--- src/rtl/aes_pkg.sv ---
// Shared constants for the AES CTR counter datapath: slice geometry and the
// sparse state encoding of the increment controller.
package aes_pkg;

  localparam int SliceSizeCtr  = 16;
  localparam int NumSlicesCtr  = 8;
  localparam int SliceIdxWidth = $clog2(NumSlicesCtr);

  // 5-bit sparse encoding, pairwise Hamming distance >= 3, so a single upset
  // never lands on another legal state.
  localparam int         CtrStateWidth = 5;
  localparam logic [4:0] CTR_IDLE  = 5'b10010;
  localparam logic [4:0] CTR_BUSY  = 5'b01011;
  localparam logic [4:0] CTR_DONE  = 5'b11101;
  localparam logic [4:0] CTR_ERROR = 5'b00100;

endpackage

--- src/rtl/aes_ctr_slice_regs.sv ---
// Counter slice register array: per-slice software and hardware write enables
// plus the slice read mux feeding the increment FSM.
module aes_ctr_slice_regs #(
  parameter int NumSlices = 8,
  parameter int SliceSize = 16,
  parameter int IdxWidth  = $clog2(NumSlices)
) (
  input  logic                                clk_i,
  input  logic                                rst_ni,
  input  logic [NumSlices-1:0]                sw_we_i,
  input  logic [NumSlices-1:0][SliceSize-1:0] sw_data_i,
  input  logic [NumSlices-1:0]                hw_we_i,
  input  logic [SliceSize-1:0]                hw_data_i,
  input  logic [IdxWidth-1:0]                 rd_idx_i,
  output logic [SliceSize-1:0]                rd_data_o,
  output logic [NumSlices*SliceSize-1:0]      ctr_o
);

  logic [NumSlices-1:0][SliceSize-1:0] ctr_q;

  for (genvar k = 0; k < NumSlices; k++) begin : g_slice
    // Hardware writes win; the controller never enables both on one slice.
    always_ff @(posedge clk_i or negedge rst_ni) begin
      if (!rst_ni)         ctr_q[k] <= '0;
      else if (hw_we_i[k]) ctr_q[k] <= hw_data_i;
      else if (sw_we_i[k]) ctr_q[k] <= sw_data_i[k];
    end
  end

  assign rd_data_o = ctr_q[rd_idx_i];
  assign ctr_o     = ctr_q;

endmodule

--- src/rtl/prim_sparse_fsm_flop.sv ---
// State register for sparsely encoded FSMs; async active-low reset to ResetValue.
module prim_sparse_fsm_flop #(
  parameter int               Width      = 1,
  parameter logic [Width-1:0] ResetValue = '0
) (
  input  logic             clk_i,
  input  logic             rst_ni,
  input  logic [Width-1:0] state_i,
  output logic [Width-1:0] state_o
);

  always_ff @(posedge clk_i or negedge rst_ni) begin
    if (!rst_ni) state_o <= ResetValue;
    else         state_o <= state_i;
  end

endmodule

--- src/rtl/aes_ctr_datapath.sv ---
// AES CTR counter datapath and increment controller in front of the slice FSM.
// Optional feature: AES_CTR_WRAP_FLAG_EN adds the full-counter wrap pulse.
module aes_ctr_datapath #(
  parameter  int NumSlices     = aes_pkg::NumSlicesCtr,
  parameter  int SliceSize     = aes_pkg::SliceSizeCtr,
  localparam int CtrWidth      = NumSlices * SliceSize,
  localparam int SliceIdxWidth = $clog2(NumSlices)
) (
  input  logic                     clk_i,
  input  logic                     rst_ni,
  input  logic [CtrWidth-1:0]      iv_i,
  input  logic [NumSlices-1:0]     iv_we_i,
  input  logic                     incr_req_i,
  output logic                     incr_ack_o,
  output logic [CtrWidth-1:0]      ctr_o,
  output logic                     fsm_incr_o,
  input  logic                     fsm_ready_i,
  input  logic [SliceIdxWidth-1:0] fsm_slice_idx_i,
  output logic [SliceSize-1:0]     fsm_slice_o,
  input  logic [SliceSize-1:0]     fsm_slice_i,
  input  logic                     fsm_we_i,
  output logic                     incr_err_o,
  output logic                     ctr_wrap_o
);

  import aes_pkg::*;

  localparam int WdogWidth = $clog2(NumSlices + 3);

  logic [CtrStateWidth-1:0] state_d, state_q;
  logic [SliceIdxWidth-1:0] exp_idx_d, exp_idx_q;
  logic [WdogWidth-1:0]     wdog_d, wdog_q;
  logic [NumSlices-1:0]     sw_we, hw_we;

  always_comb begin
    state_d    = state_q;
    exp_idx_d  = exp_idx_q;
    wdog_d     = wdog_q;
    sw_we      = '0;
    hw_we      = '0;
    fsm_incr_o = 1'b0;
    incr_ack_o = 1'b0;
    case (state_q)
      CTR_IDLE: begin
        fsm_incr_o = incr_req_i & fsm_ready_i;
        if (fsm_we_i) begin
          state_d = CTR_ERROR;
        end else begin
          sw_we = iv_we_i;
          if (fsm_incr_o) begin
            exp_idx_d = '0;
            wdog_d    = '0;
            state_d   = CTR_BUSY;
          end
        end
      end
      CTR_BUSY: begin
        wdog_d = wdog_q + 1'b1;
        // IV writes and a stalled FSM abort the increment before any slice lands.
        if (|iv_we_i || wdog_q == WdogWidth'(NumSlices + 1)) begin
          state_d = CTR_ERROR;
        end else if (fsm_we_i) begin
          if (fsm_slice_idx_i == exp_idx_q) begin
            hw_we[fsm_slice_idx_i] = 1'b1;
            exp_idx_d = exp_idx_q + 1'b1;
            if (exp_idx_q == SliceIdxWidth'(NumSlices - 1)) state_d = CTR_DONE;
          end else begin
            state_d = CTR_ERROR;
          end
        end
      end
      CTR_DONE: begin
        incr_ack_o = 1'b1;
        if (fsm_we_i) begin
          state_d = CTR_ERROR;
        end else begin
          sw_we   = iv_we_i;
          state_d = CTR_IDLE;
        end
      end
      CTR_ERROR: state_d = CTR_ERROR;
      default:   state_d = CTR_ERROR;
    endcase
  end

  prim_sparse_fsm_flop #(
    .Width      (CtrStateWidth),
    .ResetValue (CTR_IDLE)
  ) u_state_regs (
    .clk_i   (clk_i),
    .rst_ni  (rst_ni),
    .state_i (state_d),
    .state_o (state_q)
  );

  always_ff @(posedge clk_i or negedge rst_ni) begin
    if (!rst_ni) begin
      exp_idx_q <= '0;
      wdog_q    <= '0;
    end else begin
      exp_idx_q <= exp_idx_d;
      wdog_q    <= wdog_d;
    end
  end

  assign incr_err_o = (state_q == CTR_ERROR);

  aes_ctr_slice_regs #(
    .NumSlices (NumSlices),
    .SliceSize (SliceSize),
    .IdxWidth  (SliceIdxWidth)
  ) u_slice_regs (
    .clk_i     (clk_i),
    .rst_ni    (rst_ni),
    .sw_we_i   (sw_we),
    .sw_data_i (iv_i),
    .hw_we_i   (hw_we),
    .hw_data_i (fsm_slice_i),
    .rd_idx_i  (fsm_slice_idx_i),
    .rd_data_o (fsm_slice_o),
    .ctr_o     (ctr_o)
  );

`ifdef AES_CTR_WRAP_FLAG_EN
  logic [CtrWidth-1:0] ctr_next;
  logic                zero_q;

  always_comb begin
    ctr_next = ctr_o;
    for (int k = 0; k < NumSlices; k++) begin
      if (hw_we[k])      ctr_next[k*SliceSize +: SliceSize] = fsm_slice_i;
      else if (sw_we[k]) ctr_next[k*SliceSize +: SliceSize] = iv_i[k*SliceSize +: SliceSize];
    end
  end

  // Zero flag tracks the post-write counter so DONE can report a wrap directly.
  always_ff @(posedge clk_i or negedge rst_ni) begin
    if (!rst_ni)                zero_q <= 1'b1;
    else if (|hw_we || |sw_we)  zero_q <= (ctr_next == '0);
  end

  assign ctr_wrap_o = (state_q == CTR_DONE) & zero_q;
`else
  assign ctr_wrap_o = 1'b0;
`endif

endmodule
--- config.mk ---
export PLATFORM = sky130hd
export DESIGN_NAME = aes_ctr_datapath
export DESIGN_NICKNAME = d
export VERILOG_FILES = /design/src/rtl/aes_pkg.sv /design/src/rtl/aes_ctr_slice_regs.sv /design/src/rtl/prim_sparse_fsm_flop.sv /design/src/rtl/aes_ctr_datapath.sv
export SDC_FILE = /design/constraint.sdc
export NUM_CORES = 1
export LEC_CHECK = 0
export ABC_AREA = 1
export BUFFER_PORTS_ARGS = -buffer_cell sky130_fd_sc_hd__buf_2
export CAP_MARGIN = 0
export CORE_ASPECT_RATIO = 0.75
export CORE_UTILIZATION = 30
export CTS_CLUSTER_SIZE = 30
export DETAILED_ROUTE_END_ITERATION = 10
export GPL_ROUTABILITY_DRIVEN = 0
export GPL_TIMING_DRIVEN = 0
export PLACE_DENSITY_LB_ADDON = 0.3
export SLEW_MARGIN = 15
export SYNTH_ARGS = -nofsm -noshare
export SYNTH_HDL_FRONTEND = slang
export SYNTH_SLANG_ARGS = --single-unit
export TNS_END_PERCENT = 30
--- constraint.sdc ---
create_clock -name clk_i -period 5.4 [get_ports clk_i]
set_input_delay 0.27 -clock clk_i [delete_from_list [all_inputs] [get_ports clk_i]]
set_output_delay 0.27 -clock clk_i [all_outputs]
set_load 0.05 [all_outputs]
==> metrics.md, run 1 <==
| Metric | Value |
|---|---|
| DRT Pass-1 Iters | `6` |
| Largest cells by area after synthesis | `dfrtp_1 (37%), nand2_1 (18%), nand3_1 (15%)` |
| Minimum clock period | `around 2900 ps` |
| Final std cells w/o fill | `approximately 2100` |
| Clock tree root buffer cell | `clkbuf_16` |
| Crit path capture type | `primary output` |
| Leak pwr | `roughly 7.0 nW` |
| Cells after DPL | `2090` |
| Status | `finished, final reports clean` |
| Worst setup SP type | `input port` |
| Design Area, Final | `about 12000 sq um` |
| Gate Count Post-Synth | `between 1000 and 1500` |
| Top FF cell, synth | `dfrtp_1` |
| Final Net Count | `1875` |
| Max VDD drop | `approximately 0.15 mV` |
| Chip height | `between 150 and 200 microns` |
| RSZ-0062 raised after global routing | `no` |
| Syn nets | `~1600` |
| Critical path arrival | `around 2600 ps` |
| Slew at the pin closest to its max-slew limit | `852 ps` |
| Average cell area after synthesis | `between 6 and 7 sq um` |
| Synth area leader | `dfrtp_1` |
| Setup ws final | `~2500 ps` |
| Fin Setup TNS | `0 ps` |
| Clock transition at path regs | `60 ps` |
| Register area share after synthesis | `0.376` |
| Layout cells sized above 1 | `0.244` |
| Fin. Hold Viols | `0` |
| Place WS | `~2700 ps` |
| Compound-cell area share of the yosys netlist | `0.0427` |
| Vias in the first global route | `10600` |
| CTS Buf Count | `17` |
| Grt ovf | `0` |
| MaxCap Viol Count | `0` |
| Drt initial violations | `1504` |
| Worst skew pair latency | `about 440 ps` |
| P&R area growth vs syn | `28.9%` |
| Wire per inst | `about 23 microns` |
| H-tree Lvls | `4` |
| Post-synthesis cell area | `a little over 9000 sq um` |
| CP Class | `input port to primary output` |
| Worst-path fanout max | `10` |
| Final setup fails | `0` |
| Post-Synth Adder-Cell Area | `0.00540` |
| Antenna violations before repair | `1` |
| Setup bufs post-CTS | `0` |
| Vias per cell | `between 5 and 6` |
| Die width | `a little over 200 microns` |
| Post-Synth Simple-Gate Area | `0.490` |
| PostCTS Resize Cnt | `0` |
| Cell area after placement | `between 10000 and 15000 sq um` |
| Yosys reg bits | `roughly 140` |
| Yosys warns | `0` |
| Async S/R FF share, synth | `1.00` |
| Final WL | `48.4 mm` |
| CTS Buffer Depth | `2` |
| Min Hold Slack | `150 ps` |
| Initial Util | `0.306` |
| First-pass GRT wire length | `69.1 mm` |
| EDFF count, synth | `0` |
| Worst Clk Skew | `approximately 7.6 ps` |
| WP data required | `~5000 ps` |
| Largest family of logic cells by synthesized area | `simple AND/OR/NAND/NOR gates` |
| Cell with the most instances after synthesis | `nand2_1` |
| Clock sink count | `139` |
| Hold Crit Class | `input port to register` |
| Max Clk Rate | `0.350 GHz` |
| Post-DP HPWL | `37.1 mm` |
| Synth Area in XOR/XNOR | `0.00284` |
| Mux share of post-synthesis cell area | `0` |
| Largest net degree at the start of global routing | `72` |
| Count of cell types in the netlist | `30` |
| Final antenna-violating net count | `0` |
| Via count | `roughly 12000` |
| Slew headroom | `0.430` |
| Final Slew Violations | `0` |
| Synth top cells by count | `nand2_1 (449), nand3_1 (284), dfrtp_1 (137)` |
| Final period utilization | `0.529` |
| Top Ports | `approximately 300` |
| Die area | `31600 sq um` |
| I/O Buffers | `between 300 and 400` |
| Core area | `between 30000 and 40000 sq um` |
| Num rows | `55` |
| PwrDens | `~220 nW/um^2` |
| DRC Markers | `0` |
| Yosys top cell area share | `0.370` |
| GRT Util Overall | `0.302` |
| CTS tree | `built` |
==> where the power goes <==
part           leakage, nW  internal [W]  total, W  switching (W)
sequential            1.91       0.00105   0.00105     0.00000661
clock                0.290      0.000773   0.00125       0.000480
combinational         4.81     0.0000810  0.000329       0.000248
total                 7.00       0.00190   0.00264       0.000735
==> through the flow <==
step,utilization,power [W]
after floorplan,-,0.00121
after global placement,0.373,0.00139
after detailed placement,0.374,0.00139
after CTS,0.394,0.00263
after global routing,0.394,0.00270
final,0.394,0.00264
==> cell usage in the layout (no fill, tap or decap), types with 2 or more instances in the layout <==
master	instances
nand2_1	449
buf_4	4
inv_2	3
buf_2	355
clkbuf_1	44
nand2_2	2
nand3_1	284
nor2_2	6
clkinv_1	2
ha_1	4
xnor2_1	2
clkbuf_16	17
nor3_1	2
nand3_2	6
buf_6	12
o31ai_1	16
clkinvlp_4	2
nand4_1	131
a21oi_1	16
inv_1	45
dfrtp_1	137
bufinv_16	3
o21ai_0	35
clkbuf_8	4
dfstp_2	2
buf_1	3
nor2_1	126
==> flip-flops by register name, summed over array words and instances (netlist names) <==
signal	count
u_state_regs.state_o	4
wdog_q	4
exp_idx_q	3
u_slice_regs.ctr_o	128
==> worst paths after layout <==
path,slack [ps],cells after the start,start,to
max in group asynchronous,4230,3,rst_ni,u_slice_regs.ctr_o[40]
setup / recovery,2540,7,fsm_slice_idx_i[0],fsm_slice_o[14]
setup reg to reg,2880,10,u_state_regs.state_o[4],u_slice_regs.ctr_o[45]
hold reg to reg,530,2,u_slice_regs.ctr_o[95],u_slice_regs.ctr_o[95]
min in group asynchronous,370,2,rst_ni,u_slice_regs.ctr_o[68]
hold / removal,150,5,iv_i[39],u_slice_regs.ctr_o[39]
==> logic make-up after synthesis <==
family | after synthesis
AO/OA/AOI/OAI | 70
XOR/XNOR | 3
adder cells (fa/ha/maj) | 4
buffers and inverters | 161
flip-flops | 139
other | 1
AND/OR/NAND/NOR | 1008
==> worst max-delay path: stages <==
cell and delay (ps):
buf_2 160, inv_2 170, buf_2 290, clkbuf_1 440, nor2_1 140, o311ai_0 700
buf_2 400
==> area by class of cell <==
class	instances	area, sq um
timing repair buffer	306	1570
fill	3358	18300
multi-input combinational	1086	5010
sequential	139	3480
buffer	111	587
clock inverter	6	110
antenna	1	2.50
inverter	50	188
clock buffer	25	495
tap	399	499
==> routing by layer <==
| layer | track usage | up-vias | share of wire |
|---|---|---|---|
| li1 | - | 5357 | - |
| met1 | 0.436 | 5450 | 0.43 |
| met2 | 0.429 | 786 | 0.42 |
| met3 | 0.0855 | 68 | 0.13 |
| met4 | 0.0924 | 0 | 0.025 |
| met5 | 0 | - | 0 |
==> what timing repair did <==
action,4_1_cts,5_1_grt
hold endpoints to repair,66,0
setup endpoints to repair,0,0
hold buffers,1,0
No activity file was read; power rests on OpenSTA's default activity.
==> run 2, diff against run 1 <==
==> constraint.sdc (replaced) <==
create_clock -name clk_i -period 2.78 [get_ports clk_i]
set_input_delay 0.139 -clock clk_i [delete_from_list [all_inputs] [get_ports clk_i]]
set_output_delay 0.139 -clock clk_i [all_outputs]
set_load 0.05 [all_outputs]
==> metrics.md, run 2 (synthesized netlist as in run 1, its figures left out) <==
| Metric | Value |
|---|---|
| Clock power frac | `0.471` |
| Leak pwr | `7.00 nW` |
| Worst path cell trace | `inv_1 -> nor2_1 -> nand2_1 -> nand2_2 -> buf_2 -> buf_2 -> nand3_1 -> nand2_1 -> nand2_1 -> nand2_1` |
| NetSw | `between 0.001 and 0.0015 W` |
| Chip height | `approximately 150 microns` |
| Slew headroom | `0.432` |
| Core area | `~30000 sq um` |
| Final period utilization | `0.920` |
| MaxCap Viol Count | `0` |
| Die area | `~32000 sq um` |
| PwrDens | `between 400 and 500 nW/um^2` |
| Cells after DPL | `2090` |
| Utilization after layout | `0.394` |
| Critical path arrival | `2940 ps` |
| Setup ws final | `between 200 and 250 ps` |
| Final setup fails | `0` |
| WP data required | `approximately 3200 ps` |
| Worst path top cell family by delay | `simple AND/OR/NAND/NOR gates` |
| Post-DP HPWL | `36.9 mm` |
| Fin. Hold Viols | `0` |
| Worst setup SP type | `register` |
| Final Net Count | `roughly 1900` |
| Max FFs per register | `between 100 and 150` |
| Commonest cells after routing, fill and taps aside | `nand2_1 (449), buf_2 (355), nand3_1 (284), dfrtp_1 (137), nand4_1 (131)` |
| Initial Util | `0.306` |
| Clock tree root buffer cell | `clkbuf_16` |
| Largest stage delay, worst path | `between 500 and 600 ps` |
| P&R area growth vs syn | `28.6%` |
| Worst-path fanout max | `10` |
| Vias in the first global route | `about 11000` |
| Critical-path top delay cell | `dfstp_2` |
| Tot Pwr | `slightly above 0.005 W` |
| Clock transition at path regs | `60 ps` |
| Antenna violations before repair | `0` |
| I/O Buffers | `about 300` |
| Minimum clock period | `roughly 2600 ps` |
| GRT Util Overall | `0.303` |
| Clock sink count | `between 100 and 150` |
| CP bufs+invs | `3` |
| Comb power frac | `0.126` |
| Top Ports | `roughly 310` |
| Max VDD drop | `between 0.3 and 0.4 mV` |
| Worst skew pair latency | `~450 ps` |
| Setup bufs post-CTS | `0` |
| Max Clk Rate | `between 0.3 and 0.4 GHz` |
| DRT Pass-1 Iters | `6` |
| Num rows | `55` |
| DRC Markers | `0` |
| Place WS | `around 290 ps` |
| Final WL | `~48 mm` |
| Worst Clk Skew | `14.0 ps` |
| Slew at the pin closest to its max-slew limit | `approximately 850 ps` |
| Fin Setup TNS | `0 ps` |
| Layout cells sized above 1 | `0.243` |
| Final std cells w/o fill | `between 2000 and 2500` |
| Largest net degree at the start of global routing | `between 70 and 80` |
| Die width | `a little over 200 microns` |
| Sequential cell fraction of total power | `0.404` |
| Crit path capture type | `register` |
| Internal power | `between 0.003 and 0.004 W` |
| Via count | `around 12000` |
| Final antenna-violating net count | `0` |
| Switching share of power | `0.287` |
| First-pass GRT wire length | `around 70 mm` |
| CTS Buf Count | `17` |
| H-tree Lvls | `4` |
| CTS Buffer Depth | `2` |
| CP Class | `register to register` |
| Vias per cell | `around 5.4` |
| Hold Crit Class | `input port to register` |
| Cell repeated most along the worst path | `nand2_1` |
| RSZ-0062 raised after global routing | `no` |
| Leading cell type in the layout, fill and taps excluded | `nand2_1` |
| Status | `finished, final reports clean` |
| Final Slew Violations | `0` |
| Drt initial violations | `approximately 1300` |
| Grt ovf | `0` |
| CTS tree | `built` |
| Wire per inst | `22.7 microns` |
==> run 2: cell count changes in the layout (fill, tap and decap cells not counted) <==
| cell | change |
|---|---|
| clkbuf_8 | -3 |
| clkbuf_1 | +1 |
| o311ai_1 | +1 |
| clkinvlp_4 | -2 |
| o311ai_0 | -1 |
| clkinv_2 | +3 |
| clkinv_4 | +1 |
==> run 2: cell type report <==
type / instances / area [sq um]
repair buffers: 306 / 1570
fillers: 3316 / 18400
clock inverters: 8 / 119
diodes: 1 / 2.50
flip-flops and latches: 139 / 3480
inverters: 50 / 188
multi-input cells: 1086 / 5010
well taps: 399 / 499
plain buffers: 111 / 587
clock buffers: 23 / 458
==> run 2: power groups by stage <==
stage | logic [W] | registers, W | clock network [W]
after detailed placement | 0.000619 | 0.00208 | 0
final | 0.000637 | 0.00205 | 0.00239
after global placement | 0.000611 | 0.00208 | 0
after floorplan | 0.000236 | 0.00212 | 0
after CTS | 0.000622 | 0.00205 | 0.00238
after global routing | 0.000671 | 0.00205 | 0.00247
==> run 2: routing by layer <==
layer | GRT usage | share of wire | vias up | routed length [microns]
met2 | 0.417 | 0.40 | 732 | 19200
met1 | 0.440 | 0.44 | 5390 | 21300
met3 | 0.0883 | 0.12 | 78 | 5970
met5 | 0 | 0 | - | 0
li1 | - | - | 5356 | -
met4 | 0.114 | 0.034 | 0 | 1640
==> run 2: what timing repair did <==
action | CTS | global route
endpoints found under the hold margin | 66 | 0
resized for setup | 0 | 0
hold buffers | 1 | 0
==> run 2: stage by stage <==
stage | hold slack, ps | area, sq um
after floorplan | -157 | 9270
after global placement | 461 | 11300
after detailed placement | 129 | 11300
after CTS | 5.03 | 11900
after global routing | 41.6 | 11900
final | 12.2 | 11900
==> run 2: path summary, 6_finish.rpt <==
kind                                         startpoint                       to  slack [ps]  cells past startpoint
worst max register to register  u_state_regs.state_o[4]  u_slice_regs.ctr_o[111]         220                     10
min in group asynchronous                        rst_ni   u_slice_regs.ctr_o[71]         220                      2
worst min register to register   u_slice_regs.ctr_o[41]   u_slice_regs.ctr_o[41]         530                      2
worst min-delay path                           iv_i[71]   u_slice_regs.ctr_o[71]          10                      5
worst max-delay path            u_state_regs.state_o[4]  u_slice_regs.ctr_o[111]         220                     10
max in group asynchronous                        rst_ni  u_state_regs.state_o[4]        1740                      3
==> run 2: worst min-delay path: stages <==
cell and delay [ps]:
buf_2 80, nand3_1 60, nand2_1 60, nand2_1 40, nand2_1 40
